File: src/rtl/riscv_pkg.sv
// Shared RV32I definitions for the decode/issue slice: opcodes, NOP encoding,
// register-address width and the ID holding-register state type.
package riscv_pkg;

  localparam int REG_ADDR_W = 5;

  localparam logic [31:0] NOP_INSTR = 32'h0000_0013;

  localparam logic [6:0] OP_LOAD   = 7'b0000011;
  localparam logic [6:0] OP_STORE  = 7'b0100011;
  localparam logic [6:0] OP_BRANCH = 7'b1100011;
  localparam logic [6:0] OP_RTYPE  = 7'b0110011;
  localparam logic [6:0] OP_LUI    = 7'b0110111;
  localparam logic [6:0] OP_AUIPC  = 7'b0010111;
  localparam logic [6:0] OP_JAL    = 7'b1101111;

  typedef enum logic {
    ST_EMPTY = 1'b0,
    ST_FULL  = 1'b1
  } id_state_t;

endpackage

File: src/rtl/hazard_detect.sv
// Load-use hazard check of the held instruction against the load last issued to EX.
// Purely combinational; the caller qualifies the result with ID occupancy.
module hazard_detect
  import riscv_pkg::*;
(
  input  logic [6:0]            opcode,
  input  logic [REG_ADDR_W-1:0] rs1,
  input  logic [REG_ADDR_W-1:0] rs2,
  input  logic                  last_load_v,
  input  logic [REG_ADDR_W-1:0] last_load_rd,
  output logic                  uses_rs1,
  output logic                  uses_rs2,
  output logic                  hazard
);

  assign uses_rs1 = !((opcode == OP_LUI) || (opcode == OP_AUIPC) || (opcode == OP_JAL));
  assign uses_rs2 = (opcode == OP_RTYPE) || (opcode == OP_STORE) || (opcode == OP_BRANCH);

  // x0 is never a real producer, so a load to x0 must not stall.
  assign hazard = last_load_v && (last_load_rd != '0) &&
                  ((uses_rs1 && (rs1 == last_load_rd)) ||
                   (uses_rs2 && (rs2 == last_load_rd)));

endmodule

File: src/rtl/decode_issue_ctrl.sv
// IF/ID holding register with load-use bubble insertion and valid/ready issue to EX.
// Optional STALL_CNT_EN adds a saturating stall_cycles counter output.
//
// state    | meaning
// ST_EMPTY | ID register holds NOP, nothing to issue
// ST_FULL  | ID register holds a fetched instruction awaiting issue
module decode_issue_ctrl
  import riscv_pkg::*;
#(
  parameter int               XLEN      = 32,
  parameter logic [XLEN-1:0]  NOP_INSTR = riscv_pkg::NOP_INSTR
) (
  input  logic            clk,
  input  logic            rst,
  input  logic            if_valid,
  input  logic [XLEN-1:0] if_instr,
  input  logic [XLEN-1:0] if_pc,
  output logic            if_ready,
  input  logic            flush,
  input  logic            ex_ready,
  output logic            id_valid,
  output logic [XLEN-1:0] id_instr,
  output logic [XLEN-1:0] id_pc,
  output logic [4:0]      id_rs1,
  output logic [4:0]      id_rs2,
  output logic [4:0]      id_rd,
  output logic [6:0]      id_opcode,
  output logic            id_is_load
`ifdef STALL_CNT_EN
  ,
  output logic [31:0]     stall_cycles
`endif
);

  id_state_t             state_q, state_d;
  logic [XLEN-1:0]       instr_q, instr_d;
  logic [XLEN-1:0]       pc_q, pc_d;
  logic                  ll_v_q, ll_v_d;
  logic [REG_ADDR_W-1:0] ll_rd_q, ll_rd_d;

  logic full;
  logic hd_hazard;
  logic hazard;
  logic id_fire;
  logic if_fire;
  logic uses_rs1;
  logic uses_rs2;
  logic unused_uses;

  assign full       = (state_q == ST_FULL);
  assign id_instr   = instr_q;
  assign id_pc      = pc_q;
  assign id_rs1     = instr_q[19:15];
  assign id_rs2     = instr_q[24:20];
  assign id_rd      = instr_q[11:7];
  assign id_opcode  = instr_q[6:0];
  assign id_is_load = (id_opcode == OP_LOAD);

  hazard_detect u_hazard_detect (
    .opcode       (id_opcode),
    .rs1          (id_rs1),
    .rs2          (id_rs2),
    .last_load_v  (ll_v_q),
    .last_load_rd (ll_rd_q),
    .uses_rs1     (uses_rs1),
    .uses_rs2     (uses_rs2),
    .hazard       (hd_hazard)
  );

  assign unused_uses = uses_rs1 ^ uses_rs2;

  assign hazard   = full && hd_hazard;
  assign id_valid = full && !hazard;
  assign id_fire  = id_valid && ex_ready;
  assign if_ready = !rst && !flush && (!full || id_fire);
  assign if_fire  = if_valid && if_ready;

  always_ff @(posedge clk or posedge rst) begin
    if (rst) begin
      state_q <= ST_EMPTY;
      instr_q <= NOP_INSTR;
      pc_q    <= '0;
      ll_v_q  <= 1'b0;
      ll_rd_q <= '0;
    end else begin
      state_q <= state_d;
      instr_q <= instr_d;
      pc_q    <= pc_d;
      ll_v_q  <= ll_v_d;
      ll_rd_q <= ll_rd_d;
    end
  end

  always_comb begin
    state_d = state_q;
    instr_d = instr_q;
    pc_d    = pc_q;
    ll_v_d  = ll_v_q;
    ll_rd_d = ll_rd_q;
    if (flush) begin
      state_d = ST_EMPTY;
      instr_d = NOP_INSTR;
      ll_v_d  = 1'b0;
    end else begin
      if (if_fire) begin
        state_d = ST_FULL;
        instr_d = if_instr;
        pc_d    = if_pc;
      end else if (id_fire) begin
        state_d = ST_EMPTY;
        instr_d = NOP_INSTR;
      end
      // Tracker only advances with EX, so a stalled EX keeps the hazard alive.
      if (ex_ready) begin
        ll_v_d  = id_fire && id_is_load;
        ll_rd_d = id_rd;
      end
    end
  end

`ifdef STALL_CNT_EN
  logic [31:0] stall_q, stall_d;

  always_comb begin
    stall_d = stall_q;
    if (hazard && (stall_q != 32'hFFFF_FFFF)) begin
      stall_d = stall_q + 32'd1;
    end
  end

  always_ff @(posedge clk or posedge rst) begin
    if (rst) begin
      stall_q <= '0;
    end else begin
      stall_q <= stall_d;
    end
  end

  assign stall_cycles = stall_q;
`endif

endmodule

File: config.mk
export PLATFORM = sky130hd
export DESIGN_NAME = decode_issue_ctrl
export DESIGN_NICKNAME = d
export VERILOG_FILES = /design/src/rtl/riscv_pkg.sv /design/src/rtl/hazard_detect.sv /design/src/rtl/decode_issue_ctrl.sv
export SDC_FILE = /design/constraint.sdc
export NUM_CORES = 1
export LEC_CHECK = 0
export ABC_AREA = 1
export BUFFER_PORTS_ARGS = -buffer_cell sky130_fd_sc_hd__buf_2
export CORE_MARGIN = 2
export CORE_UTILIZATION = 50
export CTS_BUF_LIST = sky130_fd_sc_hd__clkbuf_2
export CTS_CLUSTER_DIAMETER = 120
export DETAILED_ROUTE_END_ITERATION = 16
export PLACE_DENSITY = 0.83
export SLEW_MARGIN = 25
export SYNTH_ARGS = -nofsm -noshare
export SYNTH_HDL_FRONTEND = slang
export SYNTH_SLANG_ARGS = --single-unit
export TNS_END_PERCENT = 1
File: constraint.sdc
create_clock -name clk -period 5.1 [get_ports clk]
set_clock_uncertainty 0.1 [all_clocks]
set_input_delay 0.51 -clock clk [delete_from_list [all_inputs] [get_ports clk]]
set_output_delay 0.51 -clock clk [all_outputs]
set_load 0.05 [all_outputs]
==> metrics.yaml <==
cts.sinks: 71
tightest_slew_ns: 0.970
initial_utilization_pct: 51.1
outcome: "completed"
min_path_type: "in -> async"
cpMostUsedCell: "nand2_1"
synthTopCellsByArea: "dfrtp_1 50%, nand3_1 14%, nand2_1 14%"
grt.total_usage_pct: 21.6
portBuffers: 157
cts_setup_buffers: 0
crit_buf_inv: 2
post_cts_resized: 0
ys_seq_area_share_pct: 51.9
power_density_mw_per_mm2: 372
cp_slowest_stage_delay_ns: 0.60
synth_edf_count: 0
dpl.cell_count: 598
synth_compound_area_share_pct: 1.71
synth.avg_cell_area_um2: 8.52
synth-simple-area-share_pct: 31.9
wl_mm: 7.94
synthCells: 403
cts_buffers: 9
async_flop_share_pct: 100
routedWlPerCell_um: 12.9
finalCritPeriodShare_pct: 63.7
synthXorXnorAreaFrac_pct: 1.28
rsz0062_at_grt: "no"
report.final.hold_viol_count: 0
ys.flop_type: "dfrtp_1"
detail-route-antenna-nets: 0
synth_top_family_by_area: "simple AND/OR/NAND/NOR gates"
synth.most_common_cell: "nand2_1"
max_freq_mhz: 308
multi_input_area_mm2: 0.00121
avgViaCountPerCell: 5.02
fin_ws_ns: 1.85
clock-root-buffer: "clkbuf_2"
clock_latency_ns: 0.48
synth.area.mux_share_pct: 0.328
die_area_mm2: 0.00755
slew_headroom_pct: 35.3
synth_fa_ha_area_share_pct: 0
crit_chain: "nand3_1, nor2_1, nand2_1, nand2_1, inv_1, nand2_1, nand2_1, nand2_2, nand3_4, a21boi_4, buf_2"
drv_cap: 0
synth_cell_types: 23
holdBufCountCts: 0
antenna_found_initial: 0
synth_common_cells: "128 x nand2_1, 99 x nand3_1, 68 x dfrtp_1"
grt_pass1_wl_mm: 13.0
first_pass_iters: 5
clk_pin_slew_worst_paths_ns: 0.21
ir_drop_uv: 264
drive_above_1_share_pct: 34.6
post-place-ws_ns: 2.27
grt_pass1_vias: 2827
synth_seq_cells: 71
yosys_warnings: 0
setup_tns_ns: 0
start_kind: "flip-flop"
final.min_clock_period_ns: 3.25
drv_slew: 0
drt_iter0_drc: 131
cts.path.max_buffers: 2
die_h_um: 86.9
crit_fanout: 27
ff_latch_area_mm2: 0.00178
end_kind: "output pin"
syn2layout_area_growth_pct: 19.4
crit_arrival_ns: 2.64
crit_type: "reg -> out"
syn_nets: 472
fin_cells: 614
rrSetupSlack_ns: 2.46
grt_max_degree: 67
rows: 30
core_area_mm2: 0.00672
critPathSlowestCell: "dfstp_2"
critPathRequiredTime_ns: 4.49
drc: 0
grt_overflow: 0
setup_viol: 0
syn-cell-area_mm2: 0.00343
leakage_nw: 2.52
num-nets-final: 598
io_pins: 158
cts_tree: "built"
num_vias: 3083
synth.top_cell.area_share_pct: 49.6
die_x_um: 86.9
critPathTopFamily: "flip-flops"
fill_cells: 592
synth_top_area_cell: "dfrtp_1"
htreeDepth: 3
place.gp.congestion: 0.831
antennaDiodeCount: 0
dp_hpwl_mm: 5.62
==> metal layers <==
metal / vias to the layer above / track usage, % / wire, µm
met5: - / 0 / 0
met4: 0 / 6.82 / 118
met3: 12 / 5.69 / 559
met2: 126 / 36.1 / 3870
met1: 1416 / 27.5 / 3390
li1: 1529 / - / -
==> flip-flops by register name (all words and copies together) (netlist names) <==
name and cells:
id_pc 32, ll_v_q 1, full 1, ll_rd_q 5
id_instr 32
==> final cells by class <==
type                            count  area share [%]
Sequential cell                    71            43.4
Timing Repair Buffer              160            19.8
Multi-Input combinational cell    263            29.5
Tap cell                           80            2.44
Clock buffer                        9            1.10
Inverter                           24            2.20
Clock inverter                      7            1.56
==> where the power goes <==
group          total [W]  internal, W  leakage, nW  switching, W
sequential      0.000687     0.000635        0.915     0.0000515
clock           0.000308     0.000109       0.0667      0.000199
combinational   0.000532     0.000121         1.54      0.000412
==> per-stage QoR <==
stage / area, µm² / util, % / hold slack, ns / power, W
4_1_cts: 4100 / 61.0 / 0.0343 / 0.00154
2_1_floorplan: 3430 / - / 0.414 / 0.00112
3_3_place_gp: 3990 / 59.4 / 0.360 / 0.00122
5_1_grt: 4100 / 61.0 / 0.0513 / 0.00161
3_5_place_dp: 3990 / 59.4 / 0.361 / 0.00123
6_report: 4100 / 61.0 / 0.0372 / 0.00153
==> worst reg2reg max path: cells and delay by family, from the launching register on <==
kind                   cells  cell delay (ns)
AOI/OAI and AO/OA          1             0.55
buffers and inverters      2             0.49
DFF                        1             0.60
and+or+nand+nor           10             0.85
==> worst paths after layout <==
path | from | end | cells past startpoint
max | id_instr[1] | if_ready | 11
min | rst | id_instr[23] | 2
max reg2reg | id_instr[1] | id_instr[18] | 13
min reg2reg | id_pc[19] | id_pc[19] | 2
max in group asynchronous | rst | id_instr[0] | 3
min in group clk | if_instr[21] | id_instr[21] | 3
==> placed cells by master (no fill, tap or decap) <==
cell type	synthesis	final
buf_2	9	156
nand2_1	128	128
nand3_1	99	99
dfrtp_1	68	68
inv_1	23	22
nor2_1	13	13
clkbuf_2	0	9
xor2_1	5	5
nand4_1	4	4
a21oi_1	4	4
buf_4	22	4
dfstp_2	3	3
inv_2	1	2
nand2_2	2	2
clkinv_1	0	2
clkinv_2	0	2
o21ai_0	1	1
nand3_4	1	1
nand3_2	1	1
a21boi_4	1	1
mux2_2	1	1
nor4_1	1	1
o311ai_0	1	1
o22ai_1	1	1
bufinv_16	0	1
clkinv_4	0	1
clkinvlp_4	0	1
==> logic make-up (layout without fill, tap and decap cells) <==
family,after synthesis,in the layout
buf+inv,69,200
compound gates,8,8
xor+xnor,5,5
mux,1,1
simple gates,249,249
flops,71,71
Power figures use the tool's default switching activity.
